<file path="src/rtl/snn_mac_bank.sv">
// Multi-channel spike-gated accumulator bank for one SNN layer tile.
// Per-channel saturating/wrapping sums with sticky overflow, framed by a beat counter.
module snn_mac_bank #(
  parameter int DATA_WIDTH = 8,
  parameter int SUM_WIDTH  = 16,
  parameter int NUM_CH     = 4,
  parameter int FAN_IN     = 128,
  parameter int SATURATE   = 1
) (
  input  logic                            clk,
  input  logic                            rst,
  input  logic                            i_start,
  input  logic                            i_valid,
  output logic                            o_ready,
  input  logic                            i_spike,
  input  logic                            i_last,
  input  logic [NUM_CH*DATA_WIDTH-1:0]    i_weights,
  output logic [NUM_CH*SUM_WIDTH-1:0]     o_sums,
  output logic [NUM_CH-1:0]               o_ovf,
  output logic [$clog2(FAN_IN+1)-1:0]     o_count,
  output logic                            o_valid,
  input  logic                            i_ready,
  output logic                            o_busy
);

  localparam int CW = $clog2(FAN_IN + 1);
  localparam int DW = DATA_WIDTH;
  localparam int SW = SUM_WIDTH;

  typedef enum logic [1:0] {
    S_IDLE,
    S_ACCUM,
    S_DONE
  } state_t;

  state_t r_state;
  state_t w_state_nxt;

  logic [NUM_CH*SW-1:0]       r_sums;
  logic [NUM_CH-1:0]          r_ovf;
  logic [CW-1:0]              r_count;

  logic                       w_accept;
  logic                       w_term;
  logic [CW-1:0]              w_cnt_inc;
  logic [NUM_CH-1:0][SW:0]    w_wide;
  logic [NUM_CH-1:0]          w_of;
  logic [NUM_CH*SW-1:0]       w_res;

  always_comb begin
    w_accept  = i_valid && (r_state == S_ACCUM);
    w_cnt_inc = r_count + CW'(1);
    w_term    = w_accept && (i_last || (w_cnt_inc == CW'(FAN_IN)));
  end

  always_comb begin
    w_state_nxt = r_state;
    case (r_state)
      S_IDLE:  if (i_start) w_state_nxt = S_ACCUM;
      S_ACCUM: if (w_term)  w_state_nxt = S_DONE;
      S_DONE:  if (i_ready) w_state_nxt = S_IDLE;
      default: w_state_nxt = S_IDLE;
    endcase
  end

  // One guard bit makes overflow visible as a mismatch of the top two bits.
  always_comb begin
    w_wide = '0;
    w_of   = '0;
    w_res  = '0;
    for (int k = 0; k < NUM_CH; k++) begin
      w_wide[k] = {r_sums[k*SW+SW-1], r_sums[k*SW +: SW]}
                + {{(SW+1-DW){i_weights[k*DW+DW-1]}}, i_weights[k*DW +: DW]};
      w_of[k] = w_wide[k][SW] ^ w_wide[k][SW-1];
      if (w_of[k] && (SATURATE != 0)) begin
        w_res[k*SW +: SW] = w_wide[k][SW] ? {1'b1, {(SW-1){1'b0}}}
                                          : {1'b0, {(SW-1){1'b1}}};
      end else begin
        w_res[k*SW +: SW] = w_wide[k][SW-1:0];
      end
    end
  end

  always_ff @(posedge clk) begin
    if (rst) begin
      r_state <= S_IDLE;
      r_sums  <= '0;
      r_ovf   <= '0;
      r_count <= '0;
    end else begin
      r_state <= w_state_nxt;
      if ((r_state == S_IDLE) && i_start) begin
        r_sums  <= '0;
        r_ovf   <= '0;
        r_count <= '0;
      end else if (w_accept) begin
        r_count <= w_cnt_inc;
        if (i_spike) begin
          r_sums <= w_res;
          r_ovf  <= r_ovf | w_of;
        end
      end
    end
  end

  always_comb begin
    o_ready = (r_state == S_ACCUM);
    o_valid = (r_state == S_DONE);
    o_busy  = (r_state != S_IDLE);
    o_sums  = r_sums;
    o_ovf   = r_ovf;
    o_count = r_count;
  end

endmodule

</file>
<file path="config.mk">
export PLATFORM = sky130hd
export DESIGN_NAME = snn_mac_bank
export DESIGN_NICKNAME = d
export VERILOG_FILES = /design/src/rtl/snn_mac_bank.sv
export SDC_FILE = /design/constraint.sdc
export NUM_CORES = 1
export LEC_CHECK = 0
export BUFFER_PORTS_ARGS = -buffer_cell sky130_fd_sc_hd__buf_4
export CORE_ASPECT_RATIO = 1.5
export CORE_MARGIN = 2
export CORE_UTILIZATION = 57
export CTS_CLUSTER_SIZE = 8
export DETAILED_ROUTE_END_ITERATION = 10
export HOLD_SLACK_MARGIN = 0.15
export PLACE_DENSITY = 0.85
export SLEW_MARGIN = 0
export SYNTH_ARGS = -nofsm -noshare
export SYNTH_HDL_FRONTEND = slang
export SYNTH_SLANG_ARGS = --single-unit
</file>
<file path="constraint.sdc">
create_clock -name clk -period 3.8 [get_ports clk]
set_input_delay 0.19 -clock clk [delete_from_list [all_inputs] [get_ports clk]]
set_output_delay 0.19 -clock clk [all_outputs]
set_load 0.01 [all_outputs]
</file>
# After elaboration in Yosys (flattened, before gate mapping)
# Cells that the tools add are included.
# word_totals
register_bits	78
input_bits	39
out_inout_bits	79
wordCells	41
# op_classes
add_sub_neg	5
eq_ne	6
muxes	12
n_bitwise	5
reduce_logical	9
# ops
op	count
two-way mux 16 bit	8
adder 16 x 8 -> 17 bit	4
adder 8 x 1 -> 8 bit (second input constant)	1
== test 8 bit (second input constant)	1
two-way mux 2 bit	3
case mux 2 bit (3 select lines)	1
inequality test 2 x 1 -> 1 bit (second input constant)	2
OR 4 bit	1
bitwise XOR 1 bit	4
logical AND 1 bit	3
AND reduction 3 bit	1
== test 2 x 1 -> 1 bit (second input constant)	1
== test 2 bit (second input constant)	1
zero test 2 bit	1
inequality test 2 bit (second input constant)	1
AND reduction 2 bit	1
nonzero test 2 bit	1
OR reduction 2 bit	1
logical OR 1 bit	1

# Logic depth before layout (Yosys ltp)
# depth
word_depth	6
depth_mapped	12

# Worst setup path before layout
# No wires, ideal clock.
# synth_timing
path_type	reg-to-reg
startpoint	register r_sums[0] (netlist: o_sums[0])
endpoint	register r_sums[10] (netlist: o_sums[10])
arrival_time_ns	2.684
required_ns	3.730
slack_ns	1.046
stages_incl_launch_ff	12
n_path_buf	1
synth_period_minus_slack_ns	2.754
path_cell_list	dfxtp_1 ha_1 inv_1 fa_1 nand2b_1 a21oi_1 o211ai_1 a2111oi_2 o2bb2ai_4 buf_6 maj3_2 a21oi_1
# synth_between
elab_chain_cells	3
# synth_rtl
element	line_no	rtl
from (decl)	39	logic [NUM_CH*SW-1:0] r_sums;
from (signal assigned)	99	r_sums <= w_res;
adder 16 x 8 -> 17 bit (*)	73	+ {{(SW+1-DW){i_weights[k*DW+DW-1]}}, i_weights[k*DW +: DW]};
two-way mux 16 bit or bitwise XOR 1 bit (tied branches)	76, 74	
two-way mux 16 bit (*)	75	if (w_of[k] && (SATURATE != 0)) begin
# Every way passes the cells marked *; elsewhere a longest branch is shown, timed or not.
# A chain may end at the register's enable or synchronous reset.

# Final worst setup path
# layout_timing
startpoint	register r_sums[0] (netlist: o_sums[0])
endpoint	register r_sums[0] (netlist: o_sums[0])
# Same word-level chain as after synthesis.

==> flow_summary.toml <==
[logic_synthesis]
synthDominantAreaCellType = "dfxtp_1"
synth_enable_flop_cells = 0
synth.ff_latch_count = 78
portion_of_the_post_synthesis_area_used_by_sequential_elements_pct = 24.1
postSynthAreaPerCell_um2 = 7.83
synth.distinct_cells = 78
mappedNetlistNets = 936
synth_top_area_share_pct = 24.1
yosys_warnings = 0
dominantRegCellSynth = "dfxtp_1"
synth.top_cells.by_area = "dfxtp_1 (24%), ha_1 (13%), a21oi_1 (10%), o21ai_0 (8.7%), xnor2_1 (4.2%)"
netlist_instances = 827
syn-cell-area_mm2 = 0.00647
asyncSetResetFlopFracSynth_pct = 0

[timing]
worst_slew_margin_rel_pct = 38.5
final.period_utilization_pct = 79.0
grt_setup_unrepaired = "no"
worst-slew-pin-transition_ns = 0.921
shortest_period_the_worst_path_allows_ns = 3.00
setup-violations-final = 0
clock_skew_ns = 0.00550
hold_viol_final = 0
finalSetupTns_ns = 0
final_max_slew_viol_count = 0
fmax_ghz = 0.333

[clock_tree]
numClockSinks = 78
clock_latency_ns = 0.34
cts.clk_slew.worst_paths_ns = 0.06
cts_made_buffers = 9
root_buf_cell = "clkbuf_16"
h-tree-depth = 3
cts_tree = "yes"
cts_max_path_buffers = 2

[outcome]
run_status = "finished, final reports clean"

[pwr]
sw_frac_of_total_pct = 29.6
share_comb_of_total_power_pct = 23.7
intPower_mw = 1.67
vdd_drop_max_mv = 0.218
part_of_the_total_power_dissipated_in_the_clock_network_pct = 40.1
powerDensity_mw_per_mm2 = 304
switching_power_uw = 702
power.static_leakage_nw = 3.56
power.sequential.fraction_pct = 36.2

[final_layout]
final_design_area_no_fill_mm2 = 0.00782
ff_latch_area_mm2 = 0.00156
multi_input_area_mm2 = 0.00464
antenna-diode-count = 0
layout_commonest_cell = "a21oi_1"
layout-drive-gt1-share_pct = 18.2
layout-area-overhead-vs-synth_pct = 20.7
layout.cells.most_common_list = "a21oi_1 (132), buf_4 (125), o21ai_0 (112), dfxtp_1 (78), ha_1 (66)"
final_nets = 1038
num-fill-cells = 956

[setup_path]
critical-path-max-stage-delay_ns = 0.49
crit_required_ns = 4.07
critPathMostFrequentCell = "a21oi_1"
crit_type = "flip-flop to flip-flop"
setup.worst_path.start_class = "flip-flop"
critical_path_arrival_ns = 3.27
crit_chain = "ha_1 -> inv_1 -> fa_1 -> nand2b_1 -> a21oi_1 -> o211ai_1 -> a2111oi_2 -> o2bb2ai_4 -> maj3_1 -> a21oi_1"
critPathMaxFanout = 18
worst_setup_path_end_kind = "flip-flop"
cpMaxStageDelayCell = "a2111oi_2"

[floorplanning]
die_w_um = 91.0
die_y_um = 135
die_area_mm2 = 0.0122
core_area_mm2 = 0.0111
boundaryPins = 118
start_util_pct = 58.6
rows = 47

[drt]
drtIter0Drc = 254
wl_met2_um = 8950
drt_pre_antenna_iters = 4
residual_antenna_violating_net_count_after_detailed_routing = 0
vias_per_cell = 6.02
wl_um = 17000
vias_post_dr = 6503
wire_per_inst_um = 15.7
wire_length_on_met1_um = 6700
top_signal_layer_used = "met4"
count_of_unresolved_drc_violations_after_routing = 0
met3_wirelength_um = 741

[place]
dpl_cell_area_mm2 = 0.00747
port-buffer-count = 117
routabilityCongestion = 0.948
hpwl_um = 12300

[run]
max-cap-violations = 0

[worst_hold_path]
timing.hold.worst.class = "input pin to flip-flop"

[grt]
first_global_vias = 6337
grt_pass1_wl_um = 28100
grt_max_degree = 65
global_route.usage.total_pct = 27.4
grt-ovfl-total = 0
grt_antenna_before_repair = 0
## per-layer routing
layer	global-route usage, %	up-vias
met2	51.9	179
li1	-	3262
met3	4.69	45
met1	28.8	3017
met5	0	-
met4	13.9	0
## power by group through the flow
stage	Sequential [mW]	Clock [mW]	Combinational, mW
global placement	0.876	0	0.544
floorplan	0.881	0	0.385
global route	0.861	0.988	0.623
detailed placement	0.876	0	0.555
CTS	0.859	0.966	0.560
finish	0.859	0.953	0.562
## repair_timing
| item | 4_1_cts | 5_1_grt |
|---|---|---|
| endpoints found under the hold margin | 2 | 0 |
| hold buffers | 2 | 0 |
| buffers inserted | 0 | 0 |
| resized for setup | 0 | 0 |
## kinds of logic (layout without fill, tap and decap cells)
group | count (synthesis) | in the layout | synth area share (%)
muxes | 4 | 4 | 0.638
AOI/OAI and AO/OA | 355 | 355 | 32.9
DFF | 78 | 78 | 24.1
xor gates and xnor gates | 55 | 55 | 7.56
and+or+nand+nor | 178 | 178 | 13.7
adders and majority gates | 87 | 87 | 16.8
buffers and inverters | 70 | 177 | 4.37
## final timing paths
kind | start | to | slack (ns) | depth (start not counted)
max | o_sums[0] | o_sums[0] | 0.80 | 10
min | i_last | r_state[0] | 0.20 | 4
max reg2reg | o_sums[0] | o_sums[0] | 0.80 | 10
min reg2reg | o_ovf[3] | o_ovf[3] | 0.48 | 1
## sequential cells by signal (all words and copies together) (netlist names)
name     cells
o_count      8
o_ovf        4
o_sums      64
r_state      2
## through the flow
stage | power [mW] | std cells | hold slack, ns | worst slack, ns | utilization, %
6_report | 2.37 | 1081 | 0.196 | 0.798 | 70.7
5_1_grt | 2.47 | 1081 | 0.249 | 0.617 | 70.7
4_1_cts | 2.38 | 1081 | 0.182 | 0.811 | 70.7
3_3_place_gp | 1.42 | 1063 | 0.405 | 0.833 | 67.6
2_1_floorplan | 1.27 | 827 | 0.262 | 1.05 | -
3_5_place_dp | 1.43 | 1063 | 0.408 | 0.779 | 67.6
## cell usage after synthesis, types with 3 or more instances
master     number
a211o_1         3
a211oi_1        9
a21o_1         23
a21oi_1       133
a31oi_1         3
and3_1          6
buf_2           3
clkbuf_1       30
dfxtp_1        78
fa_1            4
ha_1           66
inv_1          32
maj3_1          9
maj3_2          8
mux2i_1         3
nand2_1        49
nand2b_1       10
nand3_1        14
nand4_1         4
nand4b_1        3
nor2_1         47
nor2b_1        11
nor3_1          8
nor3b_1         3
o2111ai_1       3
o211ai_1        7
o21a_1         11
o21ai_0       112
o21ai_1         7
o21bai_1        3
o22ai_1         7
or3_1           6
xnor2_1        31
xor2_1         23
## worst max-delay path, delay by kind of cell, from the launching register on
family	cells	cell delay (ns)
AND/OR/NAND/NOR	1	0.17
AO/OA/AOI/OAI	5	1.32
flip-flops	1	0.35
buffers and inverters	1	0.07
adder cells (fa/ha/maj)	3	1.01
## cell type report
class,instances,share of cell area [%]
Clock inverter,6,1.09
Clock buffer,10,3.06
Inverter,33,1.59
Timing Repair Buffer,128,12.5
Tap cell,147,2.35
Multi-Input combinational cell,679,59.4
Sequential cell,78,20.0
Note: power is estimated with default switching activity, not from simulation.
